`config.mk`:
```
export PLATFORM = sky130hd
export DESIGN_NAME = sequenced_instruction_decoder_flat
export DESIGN_NICKNAME = d
export VERILOG_FILES = /design/src/rtl/sequenced_instruction_decoder_if.sv /design/src/rtl/sequenced_instruction_decoder.sv /design/src/flat_wrapper.sv
export SDC_FILE = /design/constraint.sdc
export NUM_CORES = 1
export LEC_CHECK = 0
export CORE_MARGIN = 2
export CORE_UTILIZATION = 47
export DETAILED_ROUTE_END_ITERATION = 8
export PLACE_DENSITY = 0.84
export SLEW_MARGIN = 20
export SYNTH_ARGS = -nofsm -noshare
export SYNTH_HDL_FRONTEND = slang
export SYNTH_SLANG_ARGS = --single-unit
```
`constraint.sdc`:
```
create_clock -name clk -period 6.79 [get_ports clk]
set_input_delay 2.037 -clock clk [delete_from_list [all_inputs] [get_ports clk]]
set_output_delay 2.037 -clock clk [all_outputs]
set_load 0.02 [all_outputs]
```
`src/rtl/sequenced_instruction_decoder_if.sv`:
```
// Fetch/datapath bundle around the sequenced decoder; slave is the decoder's view.
interface sequenced_instruction_decoder_if #(
  parameter int unsigned INSTR_WIDTH = 12,
  parameter int unsigned DATA_WIDTH  = 16,
  parameter int unsigned SEL_WIDTH   = 4
);
  logic [INSTR_WIDTH-1:0]   instr;
  logic                     instr_valid;
  logic                     instr_ready;
  logic [DATA_WIDTH-1:0]    switches;
  logic                     mem_ready;
  logic                     vga_ack;
  logic                     cw_valid;
  logic                     pc_increment;
  logic                     jump_valid;
  logic [INSTR_WIDTH-5:0]   jump_target;
  logic [3:0]               alu_op;
  logic [SEL_WIDTH-1:0]     alu_a_select;
  logic [SEL_WIDTH-1:0]     alu_b_select;
  logic [SEL_WIDTH-1:0]     alu_out_select;
  logic                     alu_a_source;
  logic [DATA_WIDTH-1:0]    alu_a_altern;
  logic [1:0]               alu_load_src;
  logic                     store_to_mem;
  logic                     store_to_stk;
  logic                     mem_req;
  logic                     vga_req;
  logic                     illegal;

  modport master (
    output instr, instr_valid, switches, mem_ready, vga_ack,
    input  instr_ready, cw_valid, pc_increment, jump_valid, jump_target, alu_op,
           alu_a_select, alu_b_select, alu_out_select, alu_a_source, alu_a_altern,
           alu_load_src, store_to_mem, store_to_stk, mem_req, vga_req, illegal
  );

  modport slave (
    input  instr, instr_valid, switches, mem_ready, vga_ack,
    output instr_ready, cw_valid, pc_increment, jump_valid, jump_target, alu_op,
           alu_a_select, alu_b_select, alu_out_select, alu_a_source, alu_a_altern,
           alu_load_src, store_to_mem, store_to_stk, mem_req, vga_req, illegal
  );
endinterface

```
`src/rtl/sequenced_instruction_decoder.sv`:
```
// Multi-cycle null-class decoder: accepts one instruction, issues control, stalls on mem/VGA.
module sequenced_instruction_decoder #(
  parameter int unsigned INSTR_WIDTH = 12,
  parameter int unsigned DATA_WIDTH  = 16,
  parameter int unsigned SEL_WIDTH   = 4,
  parameter int unsigned SYNC_STAGES = 2
) (
  input logic                            clk,
  input logic                            rst,
  sequenced_instruction_decoder_if.slave bus
);
  localparam int unsigned OP_WIDTH  = 4;
  localparam int unsigned TGT_WIDTH = INSTR_WIDTH - OP_WIDTH;

  typedef enum logic [1:0] {IDLE, ISSUE, MEM_WAIT, VGA_WAIT} state_t;

  state_t                  state;
  state_t                  state_next;
  logic [INSTR_WIDTH-1:0]  instr_q;
  logic [DATA_WIDTH-1:0]   sync_q [SYNC_STAGES];
  logic [DATA_WIDTH-1:0]   snap_q;
  logic                    accept;
  logic [OP_WIDTH-1:0]     opcode;
  logic                    is_ujmp, is_ldsw, is_dvga, is_rsvd, is_ls, is_stack, is_store;

  assign accept   = (state == IDLE) && bus.instr_valid;
  assign opcode   = instr_q[INSTR_WIDTH-1 -: OP_WIDTH];
  assign is_ujmp  = (opcode == 4'h0);
  assign is_ldsw  = (opcode == 4'h1);
  assign is_dvga  = (opcode == 4'h2);
  assign is_rsvd  = ~opcode[3] & (opcode[2] | (opcode[1] & opcode[0]));
  assign is_ls    = opcode[3];
  assign is_stack = opcode[1];
  assign is_store = opcode[2];

  // Switch synchroniser chain
  always_ff @(posedge clk or posedge rst) begin
    if (rst) begin
      for (int unsigned i = 0; i < SYNC_STAGES; i++) sync_q[i] <= '0;
    end else begin
      sync_q[0] <= bus.switches;
      for (int unsigned i = 1; i < SYNC_STAGES; i++) sync_q[i] <= sync_q[i-1];
    end
  end

  // Capture instruction and switch snapshot only on accept
  always_ff @(posedge clk or posedge rst) begin
    if (rst) begin
      instr_q <= '0;
      snap_q  <= '0;
    end else if (accept) begin
      instr_q <= bus.instr;
      snap_q  <= sync_q[SYNC_STAGES-1];
    end
  end

  // State register
  always_ff @(posedge clk or posedge rst) begin
    if (rst) state <= IDLE;
    else     state <= state_next;
  end

  // Next-state logic
  always_comb begin
    state_next = state;
    case (state)
      IDLE:     if (bus.instr_valid) state_next = ISSUE;
      ISSUE: begin
        if (is_ls)        state_next = bus.mem_ready ? IDLE : MEM_WAIT;
        else if (is_dvga) state_next = bus.vga_ack ? IDLE : VGA_WAIT;
        else              state_next = IDLE;
      end
      MEM_WAIT: if (bus.mem_ready) state_next = IDLE;
      VGA_WAIT: if (bus.vga_ack) state_next = IDLE;
      default:  state_next = IDLE;
    endcase
  end

  // Output decode; fields come from the captured word, strobes from the state
  always_comb begin
    bus.instr_ready    = 1'b0;
    bus.cw_valid       = 1'b0;
    bus.pc_increment   = 1'b0;
    bus.jump_valid     = 1'b0;
    bus.mem_req        = 1'b0;
    bus.vga_req        = 1'b0;
    bus.illegal        = 1'b0;
    bus.store_to_mem   = 1'b0;
    bus.store_to_stk   = 1'b0;
    bus.jump_target    = instr_q[TGT_WIDTH-1:0];
    bus.alu_op         = is_ldsw ? 4'h1 : instr_q[7:4];
    bus.alu_a_select   = SEL_WIDTH'(instr_q[7:4]);
    bus.alu_b_select   = SEL_WIDTH'(instr_q[3:0]);
    bus.alu_out_select = SEL_WIDTH'(instr_q[3:0]);
    bus.alu_a_source   = is_ldsw;
    bus.alu_a_altern   = snap_q;
    bus.alu_load_src   = is_ls ? {is_store, is_stack | ~is_store} : {1'b0, is_ldsw};
    case (state)
      IDLE: bus.instr_ready = ~rst;
      ISSUE: begin
        if (is_dvga) begin
          bus.vga_req = 1'b1;
          if (bus.vga_ack) begin
            bus.cw_valid     = 1'b1;
            bus.pc_increment = 1'b1;
          end
        end else begin
          bus.cw_valid     = 1'b1;
          bus.pc_increment = ~is_ujmp;
          bus.jump_valid   = is_ujmp;
          bus.illegal      = is_rsvd;
          if (is_ls) begin
            bus.mem_req      = 1'b1;
            bus.store_to_mem = is_store & ~is_stack;
            bus.store_to_stk = is_store & is_stack;
          end
        end
      end
      MEM_WAIT: begin
        bus.mem_req      = 1'b1;
        bus.store_to_mem = is_store & ~is_stack;
        bus.store_to_stk = is_store & is_stack;
      end
      VGA_WAIT: begin
        bus.vga_req = 1'b1;
        if (bus.vga_ack) begin
          bus.cw_valid     = 1'b1;
          bus.pc_increment = 1'b1;
        end
      end
      default: ;
    endcase
  end
endmodule
```
`src/flat_wrapper.sv`:
```
// flat-port wrapper written by rule: the top's interface ports become plain ports
module sequenced_instruction_decoder_flat 
#(
  parameter int unsigned INSTR_WIDTH = 12,
  parameter int unsigned DATA_WIDTH  = 16,
  parameter int unsigned SEL_WIDTH   = 4,
  parameter int unsigned SYNC_STAGES = 2
)
  (clk, rst, bus_instr, bus_instr_valid, bus_switches, bus_mem_ready, bus_vga_ack, bus_instr_ready, bus_cw_valid, bus_pc_increment, bus_jump_valid, bus_jump_target, bus_alu_op, bus_alu_a_select, bus_alu_b_select, bus_alu_out_select, bus_alu_a_source, bus_alu_a_altern, bus_alu_load_src, bus_store_to_mem, bus_store_to_stk, bus_mem_req, bus_vga_req, bus_illegal);
  sequenced_instruction_decoder_if #(.INSTR_WIDTH(INSTR_WIDTH), .DATA_WIDTH(DATA_WIDTH), .SEL_WIDTH(SEL_WIDTH)) bus_i ();
  input logic clk;
  input logic rst;
  input wire logic [$bits(bus_i.instr)-1:0] bus_instr;
  input wire logic [$bits(bus_i.instr_valid)-1:0] bus_instr_valid;
  input wire logic [$bits(bus_i.switches)-1:0] bus_switches;
  input wire logic [$bits(bus_i.mem_ready)-1:0] bus_mem_ready;
  input wire logic [$bits(bus_i.vga_ack)-1:0] bus_vga_ack;
  output wire logic [$bits(bus_i.instr_ready)-1:0] bus_instr_ready;
  output wire logic [$bits(bus_i.cw_valid)-1:0] bus_cw_valid;
  output wire logic [$bits(bus_i.pc_increment)-1:0] bus_pc_increment;
  output wire logic [$bits(bus_i.jump_valid)-1:0] bus_jump_valid;
  output wire logic [$bits(bus_i.jump_target)-1:0] bus_jump_target;
  output wire logic [$bits(bus_i.alu_op)-1:0] bus_alu_op;
  output wire logic [$bits(bus_i.alu_a_select)-1:0] bus_alu_a_select;
  output wire logic [$bits(bus_i.alu_b_select)-1:0] bus_alu_b_select;
  output wire logic [$bits(bus_i.alu_out_select)-1:0] bus_alu_out_select;
  output wire logic [$bits(bus_i.alu_a_source)-1:0] bus_alu_a_source;
  output wire logic [$bits(bus_i.alu_a_altern)-1:0] bus_alu_a_altern;
  output wire logic [$bits(bus_i.alu_load_src)-1:0] bus_alu_load_src;
  output wire logic [$bits(bus_i.store_to_mem)-1:0] bus_store_to_mem;
  output wire logic [$bits(bus_i.store_to_stk)-1:0] bus_store_to_stk;
  output wire logic [$bits(bus_i.mem_req)-1:0] bus_mem_req;
  output wire logic [$bits(bus_i.vga_req)-1:0] bus_vga_req;
  output wire logic [$bits(bus_i.illegal)-1:0] bus_illegal;
  assign bus_i.instr = bus_instr;
  assign bus_i.instr_valid = bus_instr_valid;
  assign bus_i.switches = bus_switches;
  assign bus_i.mem_ready = bus_mem_ready;
  assign bus_i.vga_ack = bus_vga_ack;
  assign bus_instr_ready = bus_i.instr_ready;
  assign bus_cw_valid = bus_i.cw_valid;
  assign bus_pc_increment = bus_i.pc_increment;
  assign bus_jump_valid = bus_i.jump_valid;
  assign bus_jump_target = bus_i.jump_target;
  assign bus_alu_op = bus_i.alu_op;
  assign bus_alu_a_select = bus_i.alu_a_select;
  assign bus_alu_b_select = bus_i.alu_b_select;
  assign bus_alu_out_select = bus_i.alu_out_select;
  assign bus_alu_a_source = bus_i.alu_a_source;
  assign bus_alu_a_altern = bus_i.alu_a_altern;
  assign bus_alu_load_src = bus_i.alu_load_src;
  assign bus_store_to_mem = bus_i.store_to_mem;
  assign bus_store_to_stk = bus_i.store_to_stk;
  assign bus_mem_req = bus_i.mem_req;
  assign bus_vga_req = bus_i.vga_req;
  assign bus_illegal = bus_i.illegal;
  sequenced_instruction_decoder #(.INSTR_WIDTH(INSTR_WIDTH), .DATA_WIDTH(DATA_WIDTH), .SEL_WIDTH(SEL_WIDTH), .SYNC_STAGES(SYNC_STAGES)) u_core (.clk(clk), .rst(rst), .bus(bus_i));
endmodule
```
==> out/metrics.json <==
{
  "clk-insertion-delay-late": {"value": 330, "unit": "ps"},
  "fin_crit": {"value": 5550, "unit": "ps"},
  "syn_area_per_cell": {"value": 14.9, "unit": "um^2"},
  "tritoncts": {"value": "yes"},
  "sequential_fraction_of_the_synthesis_area": {"value": 0.667},
  "cts.sinks": {"value": 62},
  "slowest_delay": {"value": 590, "unit": "ps"},
  "cellPowerDensity": {"value": 505, "unit": "nW/um^2"},
  "core_occupancy_in_the_finished_layout": {"value": 0.696},
  "final.setup.worst_slack": {"value": 1240, "unit": "ps"},
  "post-layout-total-power": {"value": 1.67, "unit": "mW"},
  "final_cell_count_no_fill": {"value": 301},
  "cts.reportedPaths.clkPinSlew": {"value": 60, "unit": "ps"},
  "leakage_power_total": {"value": 1.44, "unit": "nW"},
  "grt_use_total": {"value": 0.157},
  "max-cap-violations": {"value": 0},
  "postCtsSetupRepairBufs": {"value": 0},
  "whs_endpoint": {"value": "u_core.sync_q[1]"},
  "syn-instance-count": {"value": 156},
  "preCtsSetupSlack": {"value": 1240, "unit": "ps"},
  "ys_seq_elements": {"value": 62},
  "detail_route.iter0.violations": {"value": 32},
  "fillCellCount": {"value": 351},
  "status": {"value": "complete, no violations"},
  "netlist_top_cells_area": {"value": "sky130_fd_sc_hd__dfrtp_1 67%, sky130_fd_sc_hd__mux2_2 14%, sky130_fd_sc_hd__buf_4 6.5%"},
  "setup_total_negative_slack": {"value": 0, "unit": "ps"},
  "grt_start_max_net_pins": {"value": 63},
  "cpLargestDelayFamily": {"value": "buffers and inverters"},
  "htree_levels": {"value": 3},
  "yosys.area.top_type_share": {"value": 0.667},
  "grt_antenna_before_repair": {"value": 0},
  "cp_num_buf_inv": {"value": 3},
  "cpMaxStageDelayCell": {"value": "sky130_fd_sc_hd__clkdlybuf4s50_1"},
  "async_flop_share": {"value": 1.00},
  "yosysMostFrequentCell": {"value": "sky130_fd_sc_hd__dfrtp_1"},
  "place_congestion": {"value": 0.839},
  "clk_root_buffer_cell": {"value": "sky130_fd_sc_hd__clkbuf_8"},
  "antenna_violating_nets_post_route": {"value": 0},
  "globalRouteMet3Util": {"value": 0.0474},
  "synth_ff_type": {"value": "sky130_fd_sc_hd__dfrtp_1"},
  "origin_of_the_worst_min_delay_path": {"value": "u_core.sync_q[17]"},
  "rsz0062_at_grt": {"value": "no"},
  "timing.critical_path.from_type": {"value": "input port"},
  "regToRegSetupSlack": {"value": 5010, "unit": "ps"},
  "post_synth_instance_area": {"value": 2330, "unit": "um^2"},
  "hpwlAfterDp": {"value": 2730, "unit": "um"},
  "critical_path.reg2reg.endpoint": {"value": "u_core.bus.alu_a_altern[13]"},
  "irDropWorstVdd": {"value": 0.244, "unit": "mV"},
  "drt-total-wl": {"value": 3990, "unit": "um"},
  "gr-total-overflow": {"value": 0},
  "antenna_cells": {"value": 0},
  "grt_first_pass_wirelength": {"value": 6200, "unit": "um"},
  "hold_violations": {"value": 0},
  "worst_setup_path_end_kind": {"value": "output port"},
  "worstPathCellList": {"value": "clkdlybuf4s50_1 > inv_1 > o21ai_0 > a22o_1 > clkdlybuf4s50_1"},
  "nNetsFinal": {"value": 266},
  "initial_utilization": {"value": 0.489},
  "cp.required": {"value": 4750, "unit": "ps"},
  "min_path_cells": {"value": 0},
  "fmax": {"value": 180, "unit": "MHz"},
  "hold_path.class": {"value": "register to register"},
  "dpl.cell_count": {"value": 285},
  "detailedRoute.firstPassIterationCount": {"value": 4},
  "setup-violations-final": {"value": 0},
  "die_height": {"value": 74.4, "unit": "um"},
  "yosysWarningCount": {"value": 0},
  "timing.slew.headroom": {"value": 0.507},
  "coreArea": {"value": 4750, "unit": "um^2"},
  "cts_buffers": {"value": 9},
  "num_rows": {"value": 25},
  "areaGrowthSynthToFinish": {"value": 42.2, "unit": "%"},
  "reg2reg_depth": {"value": 4},
  "timing.final.max_slew_violations": {"value": 0},
  "layout_cells_sized_above_1": {"value": 0.214},
  "post_synth_most_frequent_cells": {"value": "62 x sky130_fd_sc_hd__dfrtp_1, 28 x sky130_fd_sc_hd__mux2_2, 20 x sky130_fd_sc_hd__buf_4, 7 x sky130_fd_sc_hd__inv_1"},
  "io-pin-count": {"value": 85},
  "drc": {"value": 0},
  "cts_resized": {"value": 0},
  "synthDominantAreaCellType": {"value": "sky130_fd_sc_hd__dfrtp_1"},
  "fp.dieArea": {"value": 5530, "unit": "um^2"},
  "count_of_flip_flops_with_a_built_in_enable_after_synthesis": {"value": 0},
  "cp_data_arrival_time": {"value": 3520, "unit": "ps"},
  "crit_path_max_fanout": {"value": 4},
  "timing.setup.critical_path_class": {"value": "input port to output port"},
  "viasPerCell": {"value": 4.65},
  "max_slew.worst_pin.slew": {"value": 740, "unit": "ps"},
  "clk_path_buf_depth": {"value": 2},
  "worst_r2r_startpoint": {"value": "u_core.state[1]"},
  "cpMostUsedCell": {"value": "sky130_fd_sc_hd__clkdlybuf4s50_1"},
  "grt_util_met2": {"value": 0.243},
  "routed-via-count": {"value": 1400},
  "final.period_utilization": {"value": 0.818},
  "post_synth_num_cell_types": {"value": 25},
  "placement.io_buffers": {"value": 84},
  "clock-skew-final": {"value": 6.52, "unit": "ps"},
  "cts_hold_repair.buffers": {"value": 0},
  "fp.dieW": {"value": 74.4, "unit": "um"},
  "grt_pass1_vias": {"value": 1339},
  "groute.layer.met1.usage": {"value": 0.192},
  "detail_route.wl_per_cell": {"value": 13.2, "unit": "um"},
  "synth_nets": {"value": 193},
  "busiest_layer_in_global_routing": {"value": "met2"}
}
through the flow:
step | hold slack, ps | area, um^2
5_1_grt | 353 | 3310
2_1_floorplan | 331 | 2330
3_3_place_gp | 332 | 3100
6_report | 348 | 3310
4_1_cts | 349 | 3310
3_5_place_dp | 335 | 3100
where the power goes:
group / switching (mW) / leakage, nW / internal, mW / total [mW]
sequential: 0.0788 / 0.727 / 0.471 / 0.550
clock: 0.138 / 0.106 / 0.206 / 0.344
combinational: 0.364 / 0.603 / 0.413 / 0.777
state kept, by name, indices dropped and copies added, names as in the netlist:
| register | count |
|---|---|
| u_core.instr_q | 12 |
| u_core.state | 2 |
| u_core.sync_q | 32 |
| u_core.bus.alu_a_altern | 16 |
layer usage:
| metal | part of all wire | vias up |
|---|---|---|
| met5 | 0 | - |
| met4 | 0.019 | 0 |
| met3 | 0.060 | 6 |
| met2 | 0.50 | 57 |
| met1 | 0.42 | 683 |
| li1 | - | 654 |
cells in the final DEF, fill, tap and decap left out, types with 2 or more instances in the layout:
cell type,count
sky130_fd_sc_hd__clkdlybuf4s50_1,84
sky130_fd_sc_hd__dfrtp_1,62
sky130_fd_sc_hd__mux2_2,28
sky130_fd_sc_hd__clkbuf_8,9
sky130_fd_sc_hd__inv_1,6
sky130_fd_sc_hd__nor2b_1,6
sky130_fd_sc_hd__a21oi_1,6
sky130_fd_sc_hd__and3_1,4
sky130_fd_sc_hd__ha_1,4
sky130_fd_sc_hd__a22o_1,2
sky130_fd_sc_hd__clkinv_2,2
sky130_fd_sc_hd__bufinv_16,2
layout make-up:
type	instances	area (um^2)	area share
timing repair buffer	85	848	0.256
multi-input combinational	64	586	0.177
sequential	62	1550	0.469
clock inverter	6	86.3	0.0261
tap	67	83.8	0.0253
inverter	7	26.3	0.00794
clock buffer	10	128	0.0386
kinds of logic after synthesis:
| family | count (synthesis) | synth area share |
|---|---|---|
| compound gates | 13 | 0.0376 |
| mux | 29 | 0.140 |
| flops | 62 | 0.667 |
| fa+ha+maj | 4 | 0.0215 |
| buf+inv | 30 | 0.0817 |
| simple gates | 18 | 0.0527 |
how the worst max path moves through the flow:
stage                startpoint                to  slack (ps)  depth (start not counted)
floorplan           bus_vga_ack  bus_pc_increment        2300                          3
global placement    bus_vga_ack  bus_pc_increment        1250                          5
detailed placement  bus_vga_ack  bus_pc_increment        1240                          5
CTS                 bus_vga_ack  bus_pc_increment        1230                          5
global route        bus_vga_ack  bus_pc_increment        1160                          5
finish              bus_vga_ack  bus_pc_increment        1240                          5
Note: power is estimated with default switching activity, not from simulation.
